## src/rtl/lc3b_reg_file_pkg.sv

```systemverilog
// Shared constants and helpers for the LC-3b general-purpose register file.
// Holds register geometry, condition-code encodings and reset values.
package lc3b_reg_file_pkg;

  localparam int REG_IDX_W = 3;
  localparam int NUM_REGS  = 8;
  localparam int DATA_W    = 16;

  typedef logic [REG_IDX_W-1:0] reg_idx_t;
  typedef logic [DATA_W-1:0]    reg_data_t;
  typedef logic [2:0]           cc_t;

  localparam cc_t       CC_N      = 3'b100;
  localparam cc_t       CC_Z      = 3'b010;
  localparam cc_t       CC_P      = 3'b001;
  localparam reg_data_t REG_RESET = 16'h0000;
  localparam cc_t       CC_RESET  = CC_Z;

  // One-hot NZP from a two's-complement result; exactly one bit is ever set.
  function automatic cc_t cc_from_data(input reg_data_t d);
    cc_t cc;
    if (d == '0) begin
      cc = CC_Z;
    end else if (d[DATA_W-1]) begin
      cc = CC_N;
    end else begin
      cc = CC_P;
    end
    return cc;
  endfunction

endpackage

```

## src/rtl/lc3b_reg_file_if.sv

```systemverilog
// Bus bundle between decode/writeback and the register file.
// The slave modport is the register file; the master modport is its user.
interface lc3b_reg_file_if;
  import lc3b_reg_file_pkg::*;

  logic      wr_en;
  reg_idx_t  wr_sel;
  reg_data_t wr_data;
  logic      ld_cc;
  reg_idx_t  sr1_sel;
  reg_idx_t  sr2_sel;
  reg_data_t sr1_out;
  reg_data_t sr2_out;
  logic      cc_n;
  logic      cc_z;
  logic      cc_p;
  logic      mark_en;
  reg_idx_t  mark_sel;
  logic [NUM_REGS-1:0] busy;
  logic      sr1_busy;
  logic      sr2_busy;

  modport master (
    output wr_en, wr_sel, wr_data, ld_cc, sr1_sel, sr2_sel, mark_en, mark_sel,
    input  sr1_out, sr2_out, cc_n, cc_z, cc_p, busy, sr1_busy, sr2_busy
  );

  modport slave (
    input  wr_en, wr_sel, wr_data, ld_cc, sr1_sel, sr2_sel, mark_en, mark_sel,
    output sr1_out, sr2_out, cc_n, cc_z, cc_p, busy, sr1_busy, sr2_busy
  );

endinterface

```

## src/rtl/lc3b_reg_file_mux16x8.sv

```systemverilog
// 8-input, 16-bit operand select used by both register-file read ports.
module mux16x8 (
  input  logic [2:0]  i_sel,
  input  logic [15:0] i_data0,
  input  logic [15:0] i_data1,
  input  logic [15:0] i_data2,
  input  logic [15:0] i_data3,
  input  logic [15:0] i_data4,
  input  logic [15:0] i_data5,
  input  logic [15:0] i_data6,
  input  logic [15:0] i_data7,
  output logic [15:0] o_data
);

  always_comb begin
    o_data = i_data0;
    case (i_sel)
      3'd0: o_data = i_data0;
      3'd1: o_data = i_data1;
      3'd2: o_data = i_data2;
      3'd3: o_data = i_data3;
      3'd4: o_data = i_data4;
      3'd5: o_data = i_data5;
      3'd6: o_data = i_data6;
      3'd7: o_data = i_data7;
      default: o_data = i_data0;
    endcase
  end

endmodule

```

## src/rtl/lc3b_reg_file.sv

```systemverilog
// LC-3b R0-R7 register file with NZP condition codes, pending-write scoreboard
// and optional same-cycle write-to-read forwarding on both read ports.
module lc3b_reg_file
  import lc3b_reg_file_pkg::*;
#(
  parameter int WIDTH  = 16,
  parameter int BYPASS = 1
) (
  input logic           clk,
  input logic           reset,
  lc3b_reg_file_if.slave bus
);

  localparam bit LP_BYPASS = (BYPASS != 0);

  logic [WIDTH-1:0]    r_regs [NUM_REGS];
  cc_t                 r_cc;
  logic [NUM_REGS-1:0] r_busy;

  logic [NUM_REGS-1:0] w_busy_next;
  logic [WIDTH-1:0]    w_sr1_reg;
  logic [WIDTH-1:0]    w_sr2_reg;
  logic                w_sr1_fwd;
  logic                w_sr2_fwd;

  // Clear first, then set: a new producer issued in the writeback cycle wins.
  always_comb begin
    w_busy_next = r_busy;
    if (bus.wr_en) begin
      w_busy_next[bus.wr_sel] = 1'b0;
    end
    if (bus.mark_en) begin
      w_busy_next[bus.mark_sel] = 1'b1;
    end
  end

  always_ff @(posedge clk or posedge reset) begin
    if (reset) begin
      for (int i = 0; i < NUM_REGS; i++) begin
        r_regs[i] <= REG_RESET;
      end
      r_cc   <= CC_RESET;
      r_busy <= '0;
    end else begin
      if (bus.wr_en) begin
        r_regs[bus.wr_sel] <= bus.wr_data;
      end
      if (bus.ld_cc) begin
        r_cc <= cc_from_data(bus.wr_data);
      end
      r_busy <= w_busy_next;
    end
  end

  mux16x8 u_sr1_mux (
    .i_sel   (bus.sr1_sel),
    .i_data0 (r_regs[0]),
    .i_data1 (r_regs[1]),
    .i_data2 (r_regs[2]),
    .i_data3 (r_regs[3]),
    .i_data4 (r_regs[4]),
    .i_data5 (r_regs[5]),
    .i_data6 (r_regs[6]),
    .i_data7 (r_regs[7]),
    .o_data  (w_sr1_reg)
  );

  mux16x8 u_sr2_mux (
    .i_sel   (bus.sr2_sel),
    .i_data0 (r_regs[0]),
    .i_data1 (r_regs[1]),
    .i_data2 (r_regs[2]),
    .i_data3 (r_regs[3]),
    .i_data4 (r_regs[4]),
    .i_data5 (r_regs[5]),
    .i_data6 (r_regs[6]),
    .i_data7 (r_regs[7]),
    .o_data  (w_sr2_reg)
  );

  assign w_sr1_fwd = LP_BYPASS && bus.wr_en && (bus.wr_sel == bus.sr1_sel);
  assign w_sr2_fwd = LP_BYPASS && bus.wr_en && (bus.wr_sel == bus.sr2_sel);

  assign bus.sr1_out  = w_sr1_fwd ? bus.wr_data : w_sr1_reg;
  assign bus.sr2_out  = w_sr2_fwd ? bus.wr_data : w_sr2_reg;
  assign bus.sr1_busy = r_busy[bus.sr1_sel] & ~w_sr1_fwd;
  assign bus.sr2_busy = r_busy[bus.sr2_sel] & ~w_sr2_fwd;

  assign {bus.cc_n, bus.cc_z, bus.cc_p} = r_cc;
  assign bus.busy = r_busy;

endmodule
```

## src/flat_wrapper.sv

```systemverilog
// flat-port wrapper written by rule: the top's interface ports become plain ports
module lc3b_reg_file_flat import lc3b_reg_file_pkg::*;
#(
  parameter int WIDTH  = 16,
  parameter int BYPASS = 1
)
  (clk, reset, bus_wr_en, bus_wr_sel, bus_wr_data, bus_ld_cc, bus_sr1_sel, bus_sr2_sel, bus_mark_en, bus_mark_sel, bus_sr1_out, bus_sr2_out, bus_cc_n, bus_cc_z, bus_cc_p, bus_busy, bus_sr1_busy, bus_sr2_busy);
  lc3b_reg_file_if bus_i ();
  input logic clk;
  input logic reset;
  input wire logic [$bits(bus_i.wr_en)-1:0] bus_wr_en;
  input wire logic [$bits(bus_i.wr_sel)-1:0] bus_wr_sel;
  input wire logic [$bits(bus_i.wr_data)-1:0] bus_wr_data;
  input wire logic [$bits(bus_i.ld_cc)-1:0] bus_ld_cc;
  input wire logic [$bits(bus_i.sr1_sel)-1:0] bus_sr1_sel;
  input wire logic [$bits(bus_i.sr2_sel)-1:0] bus_sr2_sel;
  input wire logic [$bits(bus_i.mark_en)-1:0] bus_mark_en;
  input wire logic [$bits(bus_i.mark_sel)-1:0] bus_mark_sel;
  output wire logic [$bits(bus_i.sr1_out)-1:0] bus_sr1_out;
  output wire logic [$bits(bus_i.sr2_out)-1:0] bus_sr2_out;
  output wire logic [$bits(bus_i.cc_n)-1:0] bus_cc_n;
  output wire logic [$bits(bus_i.cc_z)-1:0] bus_cc_z;
  output wire logic [$bits(bus_i.cc_p)-1:0] bus_cc_p;
  output wire logic [$bits(bus_i.busy)-1:0] bus_busy;
  output wire logic [$bits(bus_i.sr1_busy)-1:0] bus_sr1_busy;
  output wire logic [$bits(bus_i.sr2_busy)-1:0] bus_sr2_busy;
  assign bus_i.wr_en = bus_wr_en;
  assign bus_i.wr_sel = bus_wr_sel;
  assign bus_i.wr_data = bus_wr_data;
  assign bus_i.ld_cc = bus_ld_cc;
  assign bus_i.sr1_sel = bus_sr1_sel;
  assign bus_i.sr2_sel = bus_sr2_sel;
  assign bus_i.mark_en = bus_mark_en;
  assign bus_i.mark_sel = bus_mark_sel;
  assign bus_sr1_out = bus_i.sr1_out;
  assign bus_sr2_out = bus_i.sr2_out;
  assign bus_cc_n = bus_i.cc_n;
  assign bus_cc_z = bus_i.cc_z;
  assign bus_cc_p = bus_i.cc_p;
  assign bus_busy = bus_i.busy;
  assign bus_sr1_busy = bus_i.sr1_busy;
  assign bus_sr2_busy = bus_i.sr2_busy;
  lc3b_reg_file #(.WIDTH(WIDTH), .BYPASS(BYPASS)) u_core (.clk(clk), .reset(reset), .bus(bus_i));
endmodule
```

## config.mk

```make
export PLATFORM = sky130hd
export DESIGN_NAME = lc3b_reg_file_flat
export DESIGN_NICKNAME = d
export VERILOG_FILES = /design/src/rtl/lc3b_reg_file_pkg.sv /design/src/rtl/lc3b_reg_file_if.sv /design/src/rtl/lc3b_reg_file_mux16x8.sv /design/src/rtl/lc3b_reg_file.sv /design/src/flat_wrapper.sv
export SDC_FILE = /design/constraint.sdc
export NUM_CORES = 1
export LEC_CHECK = 0
export ABC_AREA = 1
export CAP_MARGIN = 20
export CORE_MARGIN = 4
export CORE_UTILIZATION = 63
export DETAILED_ROUTE_END_ITERATION = 6
export PLACE_DENSITY = 0.95
export SETUP_SLACK_MARGIN = 0.4
export SLEW_MARGIN = 25
export SYNTH_ARGS = -nofsm -noshare
export SYNTH_HDL_FRONTEND = slang
export SYNTH_SLANG_ARGS = --single-unit
```

## constraint.sdc

```tcl
create_clock -name clk -period 15.74 [get_ports clk]
set_clock_uncertainty 0.2 [all_clocks]
set_input_delay 3.935 -clock clk [delete_from_list [all_inputs] [get_ports clk]]
set_output_delay 3.935 -clock clk [all_outputs]
set_load 0.05 [all_outputs]
```

### After elaboration in Yosys (flattened, before gate mapping)

Cells that the tools add are included.

* register bits after elaboration: 139
* logic and storage cells: 69
* input port bits: 33
* output and inout bits: 45

* equality and inequality tests: 16
* bitwise logic cells: 8
* multiplexer cells: 19
* reductions and logical operators: 8
* magnitude comparators: 8

Operator list (number)
* 16-bit one-hot mux with 8 select lines: 2
* 128-bit bitwise mux: 1
* 16-bit demux with 3-bit select: 1
* 16-bit two-way mux: 3
* 3-bit equality test (second input constant): 8
* 16-bit zero test: 1
* 3-bit by 4-bit < comparator with 1-bit output (second input constant): 4
* 8-bit two-way mux: 2
* 3-bit by 2-bit equality test with 1-bit output (second input constant): 4
* 8-bit AND: 1
* 8-bit NOT: 1
* 8-bit OR: 1
* 1-bit binary-select mux with 3-bit select: 2
* 1-bit demux with 3-bit select: 2
* 3-bit by 1-bit equality test with 1-bit output (second input constant): 2
* 3-bit equality test: 2
* 3-bit by 1-bit >= comparator with 1-bit output (second input constant): 2
* 3-bit zero test: 2
* 3-bit two-way mux: 2
* 1-bit logical AND: 5
* 4-bit >= comparator (second input constant): 1
* 4-bit by 1-bit < comparator with 1-bit output (second input constant): 1
* 1-bit two-way mux: 4
* 3-bit NOT with 4-bit output: 1
* 2 further kinds: 4

### Logic depth before layout (Yosys ltp)

Gate-level depths: netlist of run 1.

* word-level depth: 9
* mapped depth: 11
* mapped depth without buffers: 8

### Hierarchy

A second synthesis of run 1 with hierarchy kept.

* cell total of the unflattened synthesis: 1218
* area total of the unflattened synthesis: 8597.0 µm²

Modules (own cells, without submodules)
* lc3b_reg_file: area an instance 5826.8 µm², instances 1, cells an instance 668, seq. area each 3479.6 µm²
* mux16x8: area an instance 1385.1 µm², instances 2, cells an instance 275, seq. area each 0.0 µm²

### Worst setup path before layout of run 1

OpenSTA, ideal clock, no wires.

* path kind: input-to-output
* from: input port bus_sr2_sel[1]
* to: output port bus_sr2_busy
* data required time: 11.605 ns
* data arrival time: 5.347 ns
* stages on the path: 9
* setup slack: 6.258 ns
* buffers on the path: 2
* cells stage by stage: buf_4 inv_2 nor2_4 buf_4 nand2_1 nand2_1 nor2_1 nor2_1 nor2_1

* word-level cells in the longest chain between the ends: 4
* elaborated cells on any way between the ends: 6
* those cells by class: 1 x eq/ne; 2 x mux; 2 x bitwise; 1 x reduce/logical

Ends and longest elaborated chain
* start: declaration: RTL line flat_wrapper.sv:16 `input wire logic [$bits(bus_i.sr2_sel)-1:0] bus_sr2_sel;`
* branches (longest 3 deep; another with 1-bit binary-select mux with 3-bit select)
* 1-bit AND (*): RTL line lc3b_reg_file.sv:87 `assign bus.sr2_busy = r_busy[bus.sr2_sel] & ~w_sr2_fwd;`
* end: declaration: RTL line flat_wrapper.sv:26 `output wire logic [$bits(bus_i.sr2_busy)-1:0] bus_sr2_busy;`

Mark *: on every way between the ends. The select of a mux whose other input is x is not followed.

### Final worst setup path of run 1

* from: input port bus_sr1_sel[0]
* to: output port bus_sr1_out[11]

* word-level cells in the longest chain between the ends: 3
* elaborated cells on any way between the ends: 12
* those cells by class: 8 x eq/ne; 2 x mux; 2 x reduce/logical

Ends and longest elaborated chain
* start: declaration: RTL line flat_wrapper.sv:15 `input wire logic [$bits(bus_i.sr1_sel)-1:0] bus_sr1_sel;`
* 3-bit equality test (tied with other cells): RTL line lc3b_reg_file_mux16x8.sv:17 `case (i_sel)`
* 16-bit one-hot mux with 8 select lines / 1-bit logical AND (equally long branches): RTL line lc3b_reg_file_mux16x8.sv:17, lc3b_reg_file.sv:81
* 16-bit two-way mux (*): RTL line lc3b_reg_file.sv:84 `assign bus.sr1_out = w_sr1_fwd ? bus.wr_data : w_sr1_reg;`
* end: declaration: RTL line flat_wrapper.sv:19 `output wire logic [$bits(bus_i.sr1_out)-1:0] bus_sr1_out;`

Mark *: on every way between the ends. The rest lies on a longest branch, timed or not.

==> flow_summary.ini, run 1 <==
[route]
via_per_inst = 6.31
vias = 9130
drtAntennaViolNets = 0
drc_errors = 1
post_drt_wl_per_cell_um = 19.2
firstDrtPassIters = 7
drt_iter0_drc = 1500
wl_um = 27700

[cts]
ctsResizeCount = 0
post_cts_buffers = 0
clk_pin_slew_ps = 60
clock_latency_ps = 430
root_buffer = clkbuf_16
cts_buffers = 17
ctsHtreeMaxLevel = 4
clock-sinks = 139
clock_path_buffers = 2
holdBufCountCts = 0
tritoncts = done

[critical_path]
worstSetupPathType = input pin to output pin
r2r_start = u_core.r_regs[45]
reg2reg_slack_ps = 14750
rr_endpoint = u_core.r_regs[45]
worstPathRequired_ps = 11600
cp_cell_sequence = clkdlybuf4s50_1 -> nor2_2 -> nand2_2 -> nand2_1 -> nor2_1 -> nand2_1 -> nand2_1 -> nand2_1 -> clkdlybuf4s50_1
crit_top_cell = nand2_1
worstPathMaxFanout = 32
arrival_ps = 7830
cp_slowest_stage_delay_ps = 1000
crit_buf_inv = 2
crit_family = simple AND/OR/NAND/NOR gates
worstSetupEndpointType = output pin
reg2reg_depth = 2
worst_setup_path_start_kind = input pin
crit_slowest_cell = clkdlybuf4s50_1

[timing]
fmax_mhz = 83.6
rsz0062_at_grt = no
setup_viol = 0
relSlewSlack_pct = 23.0
period_needed_ps = 11970
fin_tns_setup_ps = 0
period_share_pct = 76.0
hold_viol_final = 0
worst_pin_slew_ps = 1160
finalMaxSlewViolations = 0

[finish]
final_cell_mix = 484 x nand2_1, 159 x nor2_1, 138 x dfrtp_1
final_nets = 1295
num_antenna_cells = 0
final_common_cell = nand2_1
syn2layout_area_growth_pct = 14.8
ff_latch_area_mm2 = 0.00348
fin_cells = 1447
multiInputGateArea_mm2 = 0.00422
num-fill-cells = 1003
drive_above_1_share_pct = 5.02
post-route-util_pct = 74.3

[floorplanning]
start_util_pct = 64.8
fp.dieH_um = 122
die_w_um = 122
num_rows = 41
io_pins = 78
coreArea_mm2 = 0.0127
die_area_mm2 = 0.0149

[power_and_ir_drop]
swShare_pct = 36.6
internal_power_uw = 741
vdd_ir_drop_max_mv = 0.0834
seqPwrFrac_pct = 41.3
p_comb_share_pct = 27.1
clkPwrFrac_pct = 31.6
leakagePower_nw = 4.88
total_power_mw = 1.17
netSwitchingPower_uw = 427
powerDensity_mw_per_mm2 = 124

[worst_hold_path]
whs_endpoint = u_core.r_cc[0]
holdPathStages = 2
hp-start = u_core.r_cc[0]
hp-class = flop to flop

[global_route]
antenna_found_initial = 0
grt_pass1_vias = 8760
grt_max_degree = 76
grt_use_total_pct = 38.3
grt_remaining_overflow = 0
grt_pass1_wl_um = 44000

[yosys]
syn_nets = 1270
netlist_area_mm2 = 0.00821
synth_top_area_cell = dfrtp_1
ys_seq_elements = 139
synthCells = 1237
netlist_top_cells_area = dfrtp_1 42%, nand2_1 22%, nand3_1 7.7%
syn_area_per_cell_um2 = 6.63
yosysWarnings = 0
ys_seq_area_share_pct = 42.4
synth_top_area_share_pct = 42.1
synth_cell_type_count = 19

[placement]
placedCellCount = 1415
port_buffers = 77
gp_congestion = 0.869
dp_hpwl_um = 16200

[status]
status = finished with violations
violations = design-rule violations

[flow_run]
max_cap_viol_count = 0
==> per-layer routing <==
layer,track usage [%],vias to the layer above,wire length [µm]
li1,-,4033,-
met1,44.9,4124,9100
met2,59.4,773,12700
met3,13.0,200,3910
met4,26.2,0,2010
met5,0,-,0
==> state kept, by name (all words and copies together) (netlist names) <==
register,count
u_core.r_cc,3
u_core.bus.busy,8
u_core.r_regs,128
==> final cells by class <==
type                    instances  share of cell area (%)
inverters                      44                    1.81
clock buffers                  24                    5.22
multi-input cells             977                    44.7
flip-flops and latches        139                    36.9
well taps                     172                    2.28
repair buffers                 83                    8.55
clock inverters                 8                   0.452
==> Yosys cell counts (all sizes together) <==
master,number
nand4,44
a21oi,18
dfrtp,138
o22ai,3
o21ai,125
dfstp,1
nor2,172
buf,48
nand3,127
clkbuf,29
inv,44
nand2,488
==> how the worst max path moves through the flow <==
| stage | startpoint | to | slack, ps | depth (start not counted) |
|---|---|---|---|---|
| finish | bus_sr1_sel[0] | bus_sr1_out[11] | 3770 | 9 |
| global route | bus_sr1_sel[0] | bus_sr1_out[0] | 3700 | 9 |
| CTS | bus_sr1_sel[0] | bus_sr1_out[11] | 3630 | 9 |
| detailed placement | bus_sr1_sel[0] | bus_sr1_out[0] | 3620 | 9 |
| global placement | bus_sr1_sel[0] | bus_sr1_out[14] | 3770 | 9 |
| floorplan | bus_sr2_sel[1] | bus_sr2_busy | 6260 | 9 |
==> through the flow <==
stage | instance area (µm²) | hold slack, ps | setup WS, ps
after floorplan | 8210 | 275 | 6260
final | 9420 | 279 | 3770
after CTS | 9420 | 284 | 3630
after detailed placement | 8880 | 270 | 3620
after global placement | 8880 | 269 | 3770
after global routing | 9420 | 305 | 3700
==> tightest hold or removal path: stages (launching register included) <==
cell and delay (ps):
dfrtp_1 340, nand2_1 50, nand2_1 50
==> power by group through the flow <==
stage | Combinational [mW] | Clock, mW | Sequential, mW
floorplan | 0.201 | 0 | 0.486
global placement | 0.300 | 0 | 0.480
detailed placement | 0.309 | 0 | 0.483
CTS | 0.312 | 0.366 | 0.479
global route | 0.343 | 0.382 | 0.489
finish | 0.316 | 0.369 | 0.483
==> cells by family (layout without fill, tap and decap cells) <==
group / after synthesis / in the layout / synth area share [%]
compound gates: 146 / 146 / 8.95
buf+inv: 121 / 159 / 6.45
flops: 139 / 139 / 42.4
simple gates: 831 / 831 / 42.2
Power figures use the tool's default switching activity.
==> run 2, diff against run 1 <==
--- a/config.mk
+++ b/config.mk
@@ -8,9 +8,9 @@
 export ABC_AREA = 1
 export CAP_MARGIN = 20
 export CORE_MARGIN = 4
-export CORE_UTILIZATION = 63
+export CORE_UTILIZATION = 58
 export DETAILED_ROUTE_END_ITERATION = 6
-export PLACE_DENSITY = 0.95
+export PLACE_DENSITY = 0.91
 export SETUP_SLACK_MARGIN = 0.4
 export SLEW_MARGIN = 25
 export SYNTH_ARGS = -nofsm -noshare
==> constraint.sdc (replaced) <==
create_clock -name clk -period 11.8 [get_ports clk]
set_clock_uncertainty 0.2 [all_clocks]
set_input_delay 2.95 -clock clk [delete_from_list [all_inputs] [get_ports clk]]
set_output_delay 2.95 -clock clk [all_outputs]
set_load 0.05 [all_outputs]
==> flow_summary.ini, run 2 (synthesized netlist as in run 1, its figures left out) <==
[placement]
port_buffers = 77
gp_congestion = 0.884
dp_hpwl_um = 15900

[finish]
num_antenna_cells = 0
drive_above_1_share_pct = 5.32
largest_register_ffs = 128
syn2layout_area_growth_pct = 16.1
final_common_cell = nand2_1
final_nets = 1298
largest_register = u_core.r_regs
final_cell_mix = 485 x nand2_1, 159 x nor2_1, 138 x dfrtp_1
post-route-util_pct = 68.6
multiInputGateArea_mm2 = 0.00421
num-fill-cells = 1127
ff_latch_area_mm2 = 0.00348

[cts]
clock_latency_ps = 430
clk_pin_slew_ps = 60
tritoncts = done
ctsResizeCount = 0
post_cts_buffers = 0
clock-sinks = 139
root_buffer = clkbuf_16
holdBufCountCts = 0
clock_path_buffers = 2
cts_buffers = 17
ctsHtreeMaxLevel = 4

[timing]
period_share_pct = 81.2
fmax_mhz = 104
fin_tns_setup_ps = 0
rsz0062_at_grt = no
period_needed_ps = 9580
setup_viol = 0
relSlewSlack_pct = 22.6
worst_pin_slew_ps = 1160
finalMaxSlewViolations = 0
hold_viol_final = 0

[route]
firstDrtPassIters = 6
vias = 9194
drtAntennaViolNets = 0
post_drt_wl_per_cell_um = 19.4
wl_um = 28300
via_per_inst = 6.31
drc_errors = 0
drt_iter0_drc = 1592

[floorplanning]
io_pins = 78
die_w_um = 127
die_area_mm2 = 0.0161
num_rows = 43
fp.dieH_um = 127
coreArea_mm2 = 0.0139
start_util_pct = 59.1

[critical_path]
worst_setup_path_start_kind = input pin
arrival_ps = 6430
cp_cell_sequence = clkdlybuf4s50_1 -> inv_2 -> nor2_4 -> nand3_1 -> nand2_1 -> nor2_1 -> nand2_1 -> nand2_1 -> nand2_1 -> clkdlybuf4s50_1
worstPathMaxFanout = 28
cp_slowest_stage_delay_ps = 880
crit_buf_inv = 3
crit_top_cell = nand2_1
crit_family = buffers and inverters
worstPathRequired_ps = 8650
worstSetupPathType = input pin to output pin
crit_slowest_cell = clkdlybuf4s50_1
worstSetupEndpointType = output pin

[global_route]
grt_use_total_pct = 34.9
antenna_found_initial = 0
grt_pass1_vias = 8838
grt_max_degree = 78
grt_pass1_wl_um = 44300
grt_remaining_overflow = 0

[worst_hold_path]
hp-class = flop to flop

[power_and_ir_drop]
powerDensity_mw_per_mm2 = 172
leakagePower_nw = 4.92
total_power_mw = 1.64
vdd_ir_drop_max_mv = 0.129

[flow_run]
max_cap_viol_count = 0

[status]
status = complete, no violations
-- run 2: changes by cell type in the layout (fill, tap and decap cells not counted) --
| cell | previous run | this run |
|---|---|---|
| clkinvlp_4 | 1 | 3 |
| clkbuf_1 | 3 | 2 |
| buf_4 | 6 | 9 |
| clkbuf_8 | 4 | 1 |
| buf_2 | 2 | 3 |
| bufinv_16 | 0 | 4 |
| clkdlybuf4s50_1 | 75 | 74 |
| clkinv_4 | 0 | 1 |
| clkinv_2 | 7 | 4 |
| nand2_2 | 4 | 3 |
| nand2_1 | 484 | 485 |
-- run 2: report_power, final --
part / leakage [nW] / switching, mW / internal [mW] / total, mW
combinational: 2.91 / 0.289 / 0.134 / 0.424
sequential: 1.71 / 0.0778 / 0.567 / 0.645
clock: 0.296 / 0.215 / 0.357 / 0.573
-- run 2: path summary, 6_finish.rpt --
check	slack, ps	to	startpoint	cells past startpoint
setup / recovery	2220	bus_sr2_out[5]	bus_sr2_sel[1]	10
hold / removal	300	u_core.r_cc[2]	u_core.r_cc[2]	2
setup reg to reg	10820	u_core.r_regs[99]	u_core.r_regs[99]	2
hold reg to reg	300	u_core.r_cc[2]	u_core.r_cc[2]	2
max in group asynchronous	7300	u_core.r_regs[108]	reset	3
min in group asynchronous	2810	u_core.r_regs[65]	reset	2
-- run 2: final cells by class --
cell class                 instances  share of cell area (%)
clock inverter                    12                    1.80
timing repair buffer              86                    8.64
multi-input combinational        977                    44.2
tap                              180                    2.36
sequential                       139                    36.5
clock buffer                      20                    4.69
inverter                          44                    1.79
-- run 2: routing by layer --
metal | up-vias | global-route usage, % | wire [µm]
li1 | 4048 | - | -
met1 | 4193 | 43.6 | 9870
met2 | 761 | 54.3 | 12800
met3 | 192 | 8.46 | 3840
met4 | 0 | 22.6 | 1820
met5 | - | 0 | 0
-- run 2: through the flow --
| step | hold WS [ps] | instances | area [µm²] | setup slack (ps) |
|---|---|---|---|---|
| 2_1_floorplan | 275 | 1237 | 8210 | 4290 |
| 3_5_place_dp | 289 | 1426 | 8910 | 2320 |
| 3_3_place_gp | 269 | 1426 | 8910 | 2230 |
| 4_1_cts | 301 | 1458 | 9530 | 2330 |
| 5_1_grt | 327 | 1458 | 9530 | 2230 |
| 6_report | 304 | 1458 | 9530 | 2220 |
-- run 2: tightest hold or removal path, cell delays in order, from the launching register on --
cell and delay, ps:
dfrtp_1 350, nand2_1 50, o21ai_0 60
==> run 3, diff against run 2 <==
==> constraint.sdc (replaced) <==
create_clock -name clk -period 9.3 [get_ports clk]
set_clock_uncertainty 0.2 [all_clocks]
set_input_delay 2.325 -clock clk [delete_from_list [all_inputs] [get_ports clk]]
set_output_delay 2.325 -clock clk [all_outputs]
set_load 0.05 [all_outputs]
==> flow_summary.ini, run 3 (synthesized netlist as in run 1, its figures left out) <==
[finish]
syn2layout_area_growth_pct = 16.7
final_common_cell = nand2_1
final_cell_mix = 485 x nand2_1, 159 x nor2_1, 138 x dfrtp_1
largest_register = u_core.r_regs
drive_above_1_share_pct = 5.62
num-fill-cells = 1103
num_antenna_cells = 0
final_nets = 1302
largest_register_ffs = 128

[global_route]
grt_pass1_wl_um = 45500
grt_pass1_vias = 8868
grt_remaining_overflow = 0
grt_max_degree = 73
antenna_found_initial = 0
grt_use_total_pct = 35.9

[cts]
cts_buffers = 17
clock_latency_ps = 430
root_buffer = clkbuf_16
holdBufCountCts = 0
clock_path_buffers = 2
tritoncts = done
ctsHtreeMaxLevel = 4
ctsResizeCount = 0
clock-sinks = 139
post_cts_buffers = 0
clk_pin_slew_ps = 60

[placement]
port_buffers = 77
dp_hpwl_um = 16400
gp_congestion = 0.896

[route]
drt_iter0_drc = 1782
vias = 9208
drc_errors = 0
via_per_inst = 6.30
post_drt_wl_per_cell_um = 19.6
drtAntennaViolNets = 0
wl_um = 28600
firstDrtPassIters = 6

[critical_path]
worst_setup_path_start_kind = input pin
reg2reg_slack_ps = 8300
worstPathMaxFanout = 19
crit_end = bus_sr1_out[9]
worstPathRequired_ps = 6780
worstSetupEndpointType = output pin
reg2reg_depth = 2
r2r_start = u_core.r_regs[41]
crit_path_start = bus_sr1_sel[1]
rr_endpoint = u_core.r_regs[41]
worstSetupPathType = input pin to output pin
arrival_ps = 5840

[power_and_ir_drop]
leakagePower_nw = 4.96
powerDensity_mw_per_mm2 = 218
vdd_ir_drop_max_mv = 0.176

[timing]
hold_viol_final = 0
worst_pin_slew_ps = 1050
whs_ps = 289
finalMaxSlewViolations = 0
fin_tns_setup_ps = 0
period_needed_ps = 8370
setup_viol = 0
rsz0062_at_grt = no
relSlewSlack_pct = 30.1
fmax_mhz = 120
period_share_pct = 90.0

[floorplanning]
fp.dieH_um = 127
die_w_um = 127
io_pins = 78
start_util_pct = 59.1
die_area_mm2 = 0.0161
coreArea_mm2 = 0.0139
num_rows = 43

[worst_hold_path]
hp-class = flop to flop

[status]
status = complete, no violations

[flow_run]
max_cap_viol_count = 0
==> run 3: routing by layer <==
layer	GRT usage, %	vias to the layer above	part of all wire [%]
li1	-	4052	-
met1	43.7	4188	34
met2	56.4	765	46
met3	9.89	203	13
met4	22.5	0	6.8
met5	0	-	0
==> run 3: final cells by class <==
type                    instances  area (µm²)  area share [%]
clock buffers                  26         529            5.52
inverters                      44         170            1.78
clock inverters                 6         105            1.10
repair buffers                 90         858            8.96
multi-input cells             977        4210            44.0
flip-flops and latches        139        3480            36.3
well taps                     180         225            2.35
==> run 3: critical path: stages <==
cell and delay, ps:
clkdlybuf4s50_1 800, inv_2 310, nor2_2 820, buf_4 330
nand3_1 120, nand2_1 120, nor2_1 40, nand2_1 60
nand2_1 60, nand2_1 50, clkdlybuf4s50_1 800
==> run 3: power by group <==
group | switching, mW | internal (mW) | leakage [nW]
Combinational | 0.366 | 0.172 | 2.93
Sequential | 0.102 | 0.719 | 1.71
Clock | 0.258 | 0.471 | 0.316
==> run 3: worst min path at each step <==
stage / startpoint / endpoint / slack (ps) / depth (start not counted)
after global placement: u_core.r_cc[0] / u_core.r_cc[0] / 270 / 2
final: u_core.r_cc[0] / u_core.r_cc[0] / 290 / 2
after floorplan: u_core.r_regs[64] / u_core.r_regs[64] / 270 / 2
after global routing: u_core.r_cc[1] / u_core.r_cc[1] / 320 / 2
after CTS: u_core.r_cc[0] / u_core.r_cc[0] / 290 / 2
after detailed placement: u_core.r_cc[0] / u_core.r_cc[0] / 280 / 2
==> run 3: through the flow <==
stage               utilization, %  instances  power, mW  worst slack [ps]  cell area [µm²]
floorplan                        -       1237       1.16              3040             8210
global placement              64.4       1430       1.33              1250             8940
global route                  69.0       1462       2.17               910             9580
detailed placement            64.4       1430       1.35              1180             8940
finish                        69.0       1462       2.09               933             9580
CTS                           69.0       1462       2.07              1080             9580
